[src/rtl/mem_debug_reader_pkg.sv]
// Shared types and constants for the memory debug reader.
// Define DBG_CHECKSUM_EN to add the trailing mod-256 checksum byte (state CHK).
package mem_debug_reader_pkg;

  localparam int BYTE_W = 8;

`ifdef DBG_CHECKSUM_EN
  typedef enum logic [2:0] {IDLE, LOAD, FETCH, SEND, CHK, DONE} state_t;
`else
  typedef enum logic [2:0] {IDLE, LOAD, FETCH, SEND, DONE} state_t;
`endif

  // Width of the word index; a single-word memory still needs one bit.
  function automatic int idx_width(input int n);
    return (n > 1) ? $clog2(n) : 1;
  endfunction

endpackage

[src/rtl/mem_debug_reader_if.sv]
// Debug read port towards the data memory plus the byte stream towards the UART TX.
interface mem_debug_reader_if #(parameter int NBITS = 32);
  logic [NBITS-1:0] o_DebugDireccion;
  logic [NBITS-1:0] i_DebugDato;
  logic [7:0]       o_TxDato;
  logic             o_TxValid;
  logic             i_TxReady;

  modport master (
    output o_DebugDireccion, o_TxDato, o_TxValid,
    input  i_DebugDato, i_TxReady
  );

  modport slave (
    input  o_DebugDireccion, o_TxDato, o_TxValid,
    output i_DebugDato, i_TxReady
  );
endinterface

[src/rtl/mem_debug_reader_word_serializer.sv]
// Holds one memory word and presents it one byte at a time, LSB first,
// advancing on each valid/ready transfer and flagging the final byte.
module word_serializer
  import mem_debug_reader_pkg::*;
#(
  parameter int NBITS = 32
) (
  input  logic             clk,
  input  logic             rst_n,
  input  logic             load,
  input  logic [NBITS-1:0] word_in,
  input  logic             valid,
  input  logic             ready,
  output logic [7:0]       byte_out,
  output logic             last
);

  localparam int NBYTES = NBITS / BYTE_W;
  localparam int CW     = (NBYTES > 1) ? $clog2(NBYTES) : 1;

  logic [NBITS-1:0] word;
  logic [CW-1:0]    cnt;

  // NOTE: sequential state uses non-blocking assignments so every register
  // samples pre-edge values regardless of block evaluation order.
  // NOTE: the word register is reset too, so an aborted dump leaves no partial data behind.
  always_ff @(posedge clk or negedge rst_n) begin
    if (!rst_n) begin
      word <= '0;
      cnt  <= '0;
    end else if (load) begin
      word <= word_in;
      cnt  <= '0;
    end else if (valid && ready && !last) begin
      cnt <= cnt + 1'b1;
    end
  end

  assign last     = (cnt == CW'(NBYTES - 1));
  assign byte_out = word[BYTE_W*cnt +: BYTE_W];

endmodule

[src/rtl/mem_debug_reader.sv]
// Dumps CELDAS words of data memory through the debug read port as a byte stream.
// Define DBG_CHECKSUM_EN to append a mod-256 checksum byte after the last word.
module mem_debug_reader
  import mem_debug_reader_pkg::*;
#(
  parameter int NBITS  = 32,
  parameter int CELDAS = 16
) (
  input  logic                i_clk,
  input  logic                i_reset,
  input  logic                i_start,
  output logic                o_Busy,
  output logic                o_Done,
  mem_debug_reader_if.master  bus
);

  localparam int             IW       = idx_width(CELDAS);
  localparam logic [IW-1:0]  LAST_IDX = IW'(CELDAS - 1);

  state_t           state;
  logic [IW-1:0]    index;
  logic [NBITS-1:0] addr;
  logic             tx_valid;
  logic             busy;
  logic             done;
  logic [7:0]       ser_byte;
  logic             ser_last;
  logic             xfer;

  assign xfer = tx_valid && bus.i_TxReady;

  word_serializer #(.NBITS(NBITS)) u_ser (
    .clk      (i_clk),
    .rst_n    (i_reset),
    .load     (state == FETCH),
    .word_in  (bus.i_DebugDato),
    .valid    (tx_valid && (state == SEND)),
    .ready    (bus.i_TxReady),
    .byte_out (ser_byte),
    .last     (ser_last)
  );

`ifdef DBG_CHECKSUM_EN
  logic [7:0] sum;

  always_ff @(posedge i_clk or negedge i_reset) begin
    if (!i_reset)                            sum <= '0;
    else if (state == IDLE && i_start)       sum <= '0;
    else if (state == SEND && xfer)          sum <= sum + ser_byte;
  end

  assign bus.o_TxDato = !tx_valid ? 8'h00 : (state == CHK) ? sum : ser_byte;
`else
  assign bus.o_TxDato = tx_valid ? ser_byte : 8'h00;
`endif

  always_ff @(posedge i_clk or negedge i_reset) begin
    if (!i_reset) begin
      state    <= IDLE;
      index    <= '0;
      addr     <= '0;
      tx_valid <= 1'b0;
      busy     <= 1'b0;
      done     <= 1'b0;
    end else begin
      case (state)
        IDLE: begin
          if (i_start) begin
            index <= '0;
            busy  <= 1'b1;
            state <= LOAD;
          end
        end
        LOAD: begin
          addr  <= NBITS'(index);
          state <= FETCH;
        end
        FETCH: begin
          tx_valid <= 1'b1;
          state    <= SEND;
        end
        SEND: begin
          if (xfer && ser_last) begin
            if (index != LAST_IDX) begin
              index    <= index + 1'b1;
              tx_valid <= 1'b0;
              state    <= LOAD;
            end else begin
`ifdef DBG_CHECKSUM_EN
              state    <= CHK;
`else
              tx_valid <= 1'b0;
              done     <= 1'b1;
              state    <= DONE;
`endif
            end
          end
        end
`ifdef DBG_CHECKSUM_EN
        CHK: begin
          if (xfer) begin
            tx_valid <= 1'b0;
            done     <= 1'b1;
            state    <= DONE;
          end
        end
`endif
        DONE: begin
          done  <= 1'b0;
          busy  <= 1'b0;
          state <= IDLE;
        end
        default: state <= IDLE;
      endcase
    end
  end

  assign bus.o_DebugDireccion = addr;
  assign bus.o_TxValid        = tx_valid;
  assign o_Busy               = busy;
  assign o_Done               = done;

endmodule

[src/flat_wrapper.sv]
// flat-port wrapper written by rule: the top's interface ports become plain ports
module mem_debug_reader_flat import mem_debug_reader_pkg::*;
#(
  parameter int NBITS  = 32,
  parameter int CELDAS = 16
)
  (i_clk, i_reset, i_start, o_Busy, o_Done, bus_o_DebugDireccion, bus_o_TxDato, bus_o_TxValid, bus_i_DebugDato, bus_i_TxReady);
  mem_debug_reader_if #(.NBITS(NBITS)) bus_i ();
  input  logic i_clk;
  input  logic i_reset;
  input  logic i_start;
  output logic o_Busy;
  output logic o_Done;
  output wire logic [$bits(bus_i.o_DebugDireccion)-1:0] bus_o_DebugDireccion;
  output wire logic [$bits(bus_i.o_TxDato)-1:0] bus_o_TxDato;
  output wire logic [$bits(bus_i.o_TxValid)-1:0] bus_o_TxValid;
  input wire logic [$bits(bus_i.i_DebugDato)-1:0] bus_i_DebugDato;
  input wire logic [$bits(bus_i.i_TxReady)-1:0] bus_i_TxReady;
  assign bus_o_DebugDireccion = bus_i.o_DebugDireccion;
  assign bus_o_TxDato = bus_i.o_TxDato;
  assign bus_o_TxValid = bus_i.o_TxValid;
  assign bus_i.i_DebugDato = bus_i_DebugDato;
  assign bus_i.i_TxReady = bus_i_TxReady;
  mem_debug_reader #(.NBITS(NBITS), .CELDAS(CELDAS)) u_core (.i_clk(i_clk), .i_reset(i_reset), .i_start(i_start), .o_Busy(o_Busy), .o_Done(o_Done), .bus(bus_i));
endmodule
[config.mk]
export PLATFORM = sky130hd
export DESIGN_NAME = mem_debug_reader_flat
export DESIGN_NICKNAME = d
export VERILOG_FILES = /design/src/rtl/mem_debug_reader_pkg.sv /design/src/rtl/mem_debug_reader_if.sv /design/src/rtl/mem_debug_reader_word_serializer.sv /design/src/rtl/mem_debug_reader.sv /design/src/flat_wrapper.sv
export SDC_FILE = /design/constraint.sdc
export NUM_CORES = 1
export LEC_CHECK = 0
export BUFFER_PORTS_ARGS = -buffer_cell sky130_fd_sc_hd__buf_2
export CAP_MARGIN = 40
export CORE_UTILIZATION = 50
export DETAILED_ROUTE_END_ITERATION = 12
export HOLD_SLACK_MARGIN = 0.1
export PLACE_DENSITY_LB_ADDON = 0.08
export SETUP_SLACK_MARGIN = 0.4
export SLEW_MARGIN = 30
export SYNTH_ARGS = -nofsm -noshare
export SYNTH_HDL_FRONTEND = slang
export SYNTH_SLANG_ARGS = --single-unit
[constraint.sdc]
create_clock -name i_clk -period 1.8 [get_ports i_clk]
set_input_delay 0.18 -clock i_clk [delete_from_list [all_inputs] [get_ports i_clk]]
set_output_delay 0.18 -clock i_clk [all_outputs]
set_load 0.01 [all_outputs]
==> results of run 1 <==
## cells in the final DEF (no fill, tap or decap), types with 2 or more instances in the layout
cell type and instances:
a21oi_1 2, and2_1 4, o31ai_1 3, dfrtp_2 5
dfrtp_1 43, mux2_4 36, clkbuf_1 2, nor3b_2 2
clkbuf_8 6, clkbuf_16 2, inv_1 2, and2_4 4
buf_6 7, buf_16 4, o21ai_1 6, nor2_1 5
buf_12 3, mux4_2 8, dlygate4sd3_1 10, nand2_1 11
buf_2 46, conb_1 28, and3_4 2, buf_4 14
## sequential cells by signal, indices dropped and copies added (netlist names)
signal,cells
u_core.bus.o_DebugDireccion,4
u_core.bus.o_TxValid,1
u_core.index,4
u_core.o_Busy,1
u_core.o_Done,1
u_core.state,3
u_core.u_ser.cnt,2
u_core.u_ser.word,32
## cell families (layout without fill, tap and decap cells)
logic type | count (synthesis) | in the layout | synth area share [%]
AND/OR/NAND/NOR | 37 | 37 | 7.46
multiplexers | 45 | 45 | 27.5
buffers and inverters | 38 | 96 | 12.0
other | 1 | 28 | 0.148
adder cells (fa/ha/maj) | 2 | 2 | 0.988
flip-flops | 48 | 48 | 47.5
AO/OA/AOI/OAI | 17 | 17 | 4.40
## through the flow
stage               power [mW]  hold slack [ns]  setup TNS, ns  utilization, %  area [um2]
floorplan                 3.06           -0.116              0               -        2640
global placement          3.41            0.225              0            57.7        2760
detailed placement        3.51            0.243              0            57.7        2760
CTS                       4.37            0.101        -0.0503            65.6        3140
global route              4.81            0.100         -0.381            71.1        3400
finish                    4.56            0.104       -0.00298            71.1        3400
## area by class of cell
type                            instances  share of cell area, %
Clock buffer                            8                   2.65
Inverter                                2                  0.221
Multi-Input combinational cell        129                   37.6
Sequential cell                        48                   35.5
Tap cell                               67                   2.46
Timing Repair Buffer                   86                   21.6
## worst register-to-register path, delay by kind of cell (launching register included)
family	cells	cell delay, ns
flip-flops	1	0.38
AO/OA/AOI/OAI	3	0.40
adder cells (fa/ha/maj)	1	0.17
AND/OR/NAND/NOR	1	0.22
buffers and inverters	2	0.29
## metal layers
metal  up-vias  global-route usage [%]
li1        771                       -
met1       847                    26.6
met2        62                    36.3
met3         9                    3.59
met4         0                    8.06
met5         -                       0
## power groups by stage
stage          clock [mW]  sequential (mW)  combinational (mW)
5_1_grt             0.726             1.90                2.18
4_1_cts             0.677             1.86                1.83
3_5_place_dp            0             1.86                1.65
3_3_place_gp            0             1.81                1.60
2_1_floorplan           0             1.75                1.31
6_report            0.667             1.85                2.04
## timing repair
item	4_1_cts	5_1_grt
resized for setup	29	24
setup endpoints to repair	47	52
hold buffers	4	6
endpoints found under the hold margin	30	6
buffers inserted	6	8
gates cloned	4	2
pin swaps	3	3
## how the worst max path moves through the flow
stage	endpoint	startpoint	cells after the start	slack, ns
4_1_cts	bus_o_TxDato[4]	u_core.u_ser.cnt[0]$_DFFE_PN0P_	4	-0.01
2_1_floorplan	u_core.u_ser.word[0]$_DFFE_PN0P_	u_core.state[2]$_DFFE_PN0P_	5	0.33
3_3_place_gp	u_core.u_ser.word[29]$_DFFE_PN0P_	u_core.state[2]$_DFFE_PN0P_	4	0.25
3_5_place_dp	u_core.u_ser.word[8]$_DFFE_PN0P_	u_core.state[2]$_DFFE_PN0P_	4	0.23
5_1_grt	bus_o_TxDato[1]	u_core.u_ser.cnt[0]$_DFFE_PN0P_	4	-0.06
6_report	bus_o_TxDato[3]	u_core.u_ser.cnt[0]$_DFFE_PN0P_	4	-0.003
==> impl_metrics.ini, run 1 <==
[worst_hold_path]
hold_class = input pin to flop
holdPathStages = 2
min_to = u_core.u_ser.word[9]$_DFFE_PN0P_
min-delay-start = bus_i_DebugDato[9]

[timing]
hold_viol = 0
slew_viol_final = 0
rsz0062_at_grt = yes
fmax_ghz = 0.555
finalCriticalPeriod_ns = 1.80
tightest_slew_ns = 0.656
skew_ns = 0.00885
period_share_pct = 100
setup_ws_ns = -0.00298
finalSetupViolations = 1
slew_headroom_pct = 56.3

[synth]
async_reset_ff_share_pct = 100
synth.most_common_cell = dfrtp_1
synthFlopType = dfrtp_1
synth-seq-cells = 48
synthTopCellsByCount = dfrtp_1, buf_4, mux2_4
seq_area_frac_synth_pct = 47.5
syn-cell-area_um2 = 2530
synth_area_per_cell_um2 = 13.5
synth_top_area_share_pct = 47.5
yosysWarningCount = 0
synth_edf_count = 0
synthCells = 188
yosysTopAreaCell = dfrtp_1
synth_cell_types = 33
synth_area_leaders = dfrtp_1, mux2_4, buf_4

[die]
core_area_um2 = 4790
die_area_um2 = 5350
rows = 25
fp.dieH_um = 73.2
die_w_um = 73.2
io_pins = 79
start_util_pct = 52.9

[grt]
overflow = 0
grtUsageTotal_pct = 21.1
grt_pass1_wl_mm = 8.24
grt_max_degree = 29
grt_pass1_vias = 1697
antenna_found_initial = 0

[critical_path]
cp_slowest_cell = mux4_2
reg2regPathDepth = 7
cp-end-kind = primary output
worstSetupPathType = flop to primary output
reg2reg_from = u_core.u_ser.cnt[0]$_DFFE_PN0P_
path_max_fanout = 9
critical_path.top_delay_family = multiplexers
slowest_delay_ns = 0.49
crit-reg2reg-capture = u_core.index[3]$_DFFE_PN0P_
worstPathCellList = buf_12 -> mux4_2 -> and2_1 -> buf_2
cp.arrival_ns = 1.62
reg2reg_slack_ns = 0.23
cp.required_ns = 1.62
critical_path_buf_inv_count = 2
cp-start-kind = flop

[route]
routedWlPerCell_um = 16.1
wirelength_mm = 5.47
firstDrtPassIters = 4
wl_met2_mm = 2.98
drc = 0
met3_length_um = 235
drt_iter0_markers = 108
vias_per_cell = 4.97
met1Wirelength_mm = 2.17
num_vias = 1689
topRoutingLayerUsed = met4
ant_nets = 0

[clock_tree]
clockBufferDepth = 2
cts_tree = yes
path_clk_slew_ns = 0.09
numCtsBuffers = 5
clkSinkCount = 48
clk_latency_ns = 0.30
h-tree-depth = 2
cts_root_buf = clkbuf_8

[layout]
antennaDiodeCount = 0
finalNetCount = 310
drive_gt1_share_pct = 54.2
area_growth_pct = 34.4
regArea_um2 = 1210
multi_input_area_um2 = 1280
nFillCells = 332
instances_no_fill = 340

[power_and_ir_drop]
leakage_nw = 1.71
comb_power_share_pct = 44.8
power_frac_seq_pct = 40.6
p_sw_mw = 1.36
p_int_mw = 3.20
vdd_drop_max_mv = 0.827
pwr-share-clk_pct = 14.6
swShare_pct = 29.9
p_per_area_nw_per_um2 = 1340

[place]
portBuffers = 50
dpl.hpwl_mm = 3.33
place_ws_ns = 0.230
gp_congestion = 0.753
dp.cells = 302

[flow_run]
maxCapViolCount = 0

[status]
status = complete, but fails checks
violations = setup timing
Note: power is estimated with default switching activity, not from simulation.
==> run 2: changes to the inputs <==
- MAX_ROUTING_LAYER: default -> met4
==> impl_metrics.ini, run 2 (synthesis gave the netlist of run 1 again) <==
[status]
status = complete, but fails checks
violations = setup timing

[timing]
finalSetupViolations = 1
period_share_pct = 100
slew_viol_final = 0
rsz0062_at_grt = yes
hold_viol = 0
skew_ns = 0.00772
fmax_ghz = 0.555
tightest_slew_ns = 0.655
slew_headroom_pct = 56.3
finalCriticalPeriod_ns = 1.80
setup_ws_ns = -0.00331

[die]
start_util_pct = 52.9
die_w_um = 73.2
die_area_um2 = 5350
rows = 25
core_area_um2 = 4790
io_pins = 79
fp.dieH_um = 73.2

[clock_tree]
numCtsBuffers = 5
cts_tree = yes
clk_latency_ns = 0.30
h-tree-depth = 2
clockBufferDepth = 2
cts_root_buf = clkbuf_8
clkSinkCount = 48
path_clk_slew_ns = 0.09

[grt]
grtUsageTotal_pct = 21.8
grt_pass1_vias = 1700
antenna_found_initial = 0
grt_max_degree = 29
grt_pass1_wl_mm = 8.23
overflow = 0

[place]
dpl.hpwl_mm = 3.33
gp_congestion = 0.763
portBuffers = 50
dp.cells = 302

[route]
routedWlPerCell_um = 16.0
num_vias = 1684
drt_iter0_markers = 104
vias_per_cell = 4.95
firstDrtPassIters = 4
wirelength_mm = 5.44
drc = 0
ant_nets = 0

[critical_path]
cp.required_ns = 1.62
slowest_delay_ns = 0.49
worstSetupPathType = flop to primary output
worstPathCellList = buf_12 -> mux4_2 -> and2_1 -> buf_2
cp-start-kind = flop
cp_slowest_cell = mux4_2
cp.arrival_ns = 1.62
cp-end-kind = primary output
path_max_fanout = 9

[power_and_ir_drop]
p_per_area_nw_per_um2 = 1340
leakage_nw = 1.71
vdd_drop_max_mv = 0.827

[layout]
finalNetCount = 310
largest_register_ffs = 32
fin_util_pct = 71.1
nFillCells = 332
area_growth_pct = 34.4
final_cell_mix = buf_2, dfrtp_1, mux2_4, conb_1, buf_4
drive_gt1_share_pct = 54.2
largest_register = u_core.u_ser.word
antennaDiodeCount = 0
final_common_cell = buf_2
instances_no_fill = 340

[worst_hold_path]
hold_class = input pin to flop

[flow_run]
maxCapViolCount = 0
-- run 2: cell counts in the layout (fill, tap and decap cells not counted) --
Identical to the previous run, type by type.
-- run 2: layout make-up --
| cell class | count | area [um2] | area share (%) |
|---|---|---|---|
| tap | 67 | 83.8 | 2.46 |
| clock buffer | 8 | 90.1 | 2.65 |
| multi-input combinational | 129 | 1280 | 37.6 |
| timing repair buffer | 86 | 734 | 21.6 |
| inverter | 2 | 7.51 | 0.221 |
| sequential | 48 | 1210 | 35.5 |
-- run 2: worst max-delay path: cells and delay by family (launching register included) --
| kind | cells | cell delay, ns |
|---|---|---|
| buffers and inverters | 2 | 0.29 |
| AND/OR/NAND/NOR | 1 | 0.17 |
| multiplexers | 1 | 0.49 |
| flip-flops | 1 | 0.38 |
-- run 2: power by group --
| group | total [mW] | internal, mW | switching [mW] |
|---|---|---|---|
| clock | 0.666 | 0.314 | 0.352 |
| sequential | 1.85 | 1.54 | 0.310 |
| combinational | 2.04 | 1.34 | 0.697 |
| total | 4.55 | 3.20 | 1.36 |
-- run 2: path summary, 6_finish.rpt --
path,from,endpoint,slack [ns],depth (start not counted)
setup / recovery,u_core.u_ser.cnt[0]$_DFFE_PN0P_,bus_o_TxDato[3],-0.003,4
hold / removal,bus_i_DebugDato[9],u_core.u_ser.word[9]$_DFFE_PN0P_,0.10,2
setup reg to reg,u_core.u_ser.cnt[0]$_DFFE_PN0P_,u_core.index[3]$_DFFE_PN0P_,0.24,7
hold reg to reg,u_core.bus.o_DebugDireccion[3]$_DFFE_PN0P_,u_core.bus.o_DebugDireccion[3]$_DFFE_PN0P_,0.51,1
max in group asynchronous,i_reset,u_core.index[0]$_DFFE_PN0P_,0.81,3
min in group asynchronous,i_reset,u_core.state[1]$_DFFE_PN0P_,0.44,2
-- run 2: timing repair --
item                                    CTS  global route
cloned                                    4             2
gates resized for setup                  29            24
buffers inserted                          6             8
hold buffers                              4             6
endpoints found under the hold margin    30             6
endpoints found under the setup margin   47            52
pin swaps                                 3             3
-- run 2: through the flow --
step	instance area (um2)	total power, mW	hold slack [ns]	TNS (ns)	setup WS, ns
6_report	3400	4.55	0.105	-0.00331	-0.00331
5_1_grt	3400	4.81	0.100	-0.381	-0.0629
4_1_cts	3140	4.37	0.101	-0.0503	-0.0150
3_5_place_dp	2760	3.51	0.243	0	0.230
3_3_place_gp	2760	3.41	0.225	0	0.251
2_1_floorplan	2640	3.06	-0.116	0	0.333
-- run 2: metal layers --
layer	GRT usage [%]	wire, um	vias up
li1	-	-	772
met1	26.5	2140	851
met2	36.4	2980	54
met3	3.59	243	7
met4	8.06	70	0
met5	-	0	-
==> run 3: changes to the inputs <==
- CELL_PAD_IN_SITES_DETAIL_PLACEMENT: default -> 0
- CELL_PAD_IN_SITES_GLOBAL_PLACEMENT: default -> 1
- CORE_UTILIZATION: 50 -> 40
==> impl_metrics.ini, run 3 (synthesis gave the netlist of run 1 again) <==
[status]
status = complete, but fails checks
violations = setup timing

[place]
portBuffers = 50
gp_congestion = 0.726
dpl.hpwl_mm = 3.44
dp.cells = 312

[critical_path]
cp.required_ns = 1.62
crit-reg2reg-capture = u_core.index[3]$_DFFE_PN0P_
path_max_fanout = 9
cp-end-kind = primary output
cp_slowest_cell = mux4_2
cp-start-kind = flop
reg2reg_slack_ns = 0.24
slowest_delay_ns = 0.49
worstPathCellList = buf_12 -> mux4_2 -> and2_1 -> buf_2
cp.arrival_ns = 1.63
reg2reg_from = u_core.u_ser.cnt[0]$_DFFE_PN0P_
critical_path_buf_inv_count = 2
critical_path.top_delay_family = multiplexers
reg2regPathDepth = 7
worstSetupPathType = flop to primary output

[timing]
skew_ns = 0.00340
slew_headroom_pct = 66.5
finalSetupViolations = 5
hold_viol = 0
slew_viol_final = 0
period_share_pct = 101
setup_ws_ns = -0.0135
whs_ns = 0.105
fmax_ghz = 0.551
tightest_slew_ns = 0.503
finalCriticalPeriod_ns = 1.81
rsz0062_at_grt = yes

[route]
met3_length_um = 250
firstDrtPassIters = 4
topRoutingLayerUsed = met4
ant_nets = 0
drc = 0
vias_per_cell = 4.86
wl_met2_mm = 2.84
met1Wirelength_mm = 2.51
wirelength_mm = 5.67
drt_iter0_markers = 87
num_vias = 1726
routedWlPerCell_um = 16.0

[worst_hold_path]
min-delay-start = bus_i_DebugDato[21]
hold_class = input pin to flop
min_to = u_core.u_ser.word[21]$_DFFE_PN0P_
holdPathStages = 2

[layout]
multi_input_area_um2 = 1280
drive_gt1_share_pct = 54.6
finalNetCount = 317
final_cell_mix = buf_2, dfrtp_1, conb_1, mux2_4, dlygate4sd3_1
largest_register = u_core.u_ser.word
nFillCells = 498
regArea_um2 = 1200
largest_register_ffs = 32
antennaDiodeCount = 0
area_growth_pct = 38.0
instances_no_fill = 355

[grt]
antenna_found_initial = 0
overflow = 0
grt_pass1_wl_mm = 8.44
grt_pass1_vias = 1659
grt_max_degree = 22
grtUsageTotal_pct = 18.2

[clock_tree]
h-tree-depth = 2
clkSinkCount = 48
cts_tree = yes
path_clk_slew_ns = 0.09
clockBufferDepth = 2
clk_latency_ns = 0.30
cts_root_buf = clkbuf_8
numCtsBuffers = 5

[die]
die_area_um2 = 6650
start_util_pct = 42.0
die_w_um = 81.6
io_pins = 79
core_area_um2 = 6030
rows = 28
fp.dieH_um = 81.6

[power_and_ir_drop]
p_per_area_nw_per_um2 = 1310
totalPowerFinal_mw = 4.57
vdd_drop_max_mv = 0.633
leakage_nw = 1.74

[flow_run]
maxCapViolCount = 0
-- run 3: area by class of cell --
type,count,area share [%]
inverter,2,0.215
tap,75,2.69
clock inverter,3,0.537
clock buffer,5,1.97
timing repair buffer,93,23.5
multi-input combinational,129,36.6
sequential,48,34.5
-- run 3: metal layers --
layer	global-route usage (%)	vias to the layer above
li1	-	790
met3	3.67	7
met1	23.5	861
met2	28.9	68
met5	-	-
met4	5.36	0
-- run 3: report_power, final --
group / switching (mW) / internal, mW / total (mW)
registers: 0.292 / 1.54 / 1.83
clock network: 0.373 / 0.271 / 0.645
logic: 0.738 / 1.36 / 2.10
-- run 3: stage by stage --
| step | TNS (ns) | instance area (um2) | utilization, % | setup WS [ns] |
|---|---|---|---|---|
| 2_1_floorplan | 0 | 2640 | - | 0.333 |
| 4_1_cts | -0.138 | 3220 | 53.4 | -0.0268 |
| 6_report | -0.0307 | 3490 | 58.0 | -0.0135 |
| 3_3_place_gp | 0 | 2770 | 46.0 | 0.236 |
| 5_1_grt | -0.509 | 3490 | 58.0 | -0.0742 |
| 3_5_place_dp | 0 | 2770 | 46.0 | 0.164 |
-- run 3: worst max path at each step --
stage                                       end  depth (start not counted)  slack [ns]                            start
2_1_floorplan  u_core.u_ser.word[0]$_DFFE_PN0P_                          5        0.33      u_core.state[2]$_DFFE_PN0P_
3_3_place_gp        u_core.index[1]$_DFFE_PN0P_                          5        0.24      u_core.index[0]$_DFFE_PN0P_
3_5_place_dp        u_core.index[2]$_DFFE_PN0P_                          5        0.16      u_core.index[0]$_DFFE_PN0P_
4_1_cts                         bus_o_TxDato[3]                          4       -0.03  u_core.u_ser.cnt[0]$_DFFE_PN0P_
5_1_grt                         bus_o_TxDato[3]                          4       -0.07  u_core.u_ser.cnt[0]$_DFFE_PN0P_
6_report                        bus_o_TxDato[3]                          4       -0.01  u_core.u_ser.cnt[0]$_DFFE_PN0P_
-- run 3: what timing repair did --
action                                 CTS  global route
gates cloned                             4             2
resized for setup                       39            15
endpoints found under the hold margin   23            12
hold buffers                             5            12
setup endpoints to repair               49            45
pin swaps                                2             3
buffers inserted                         8             4
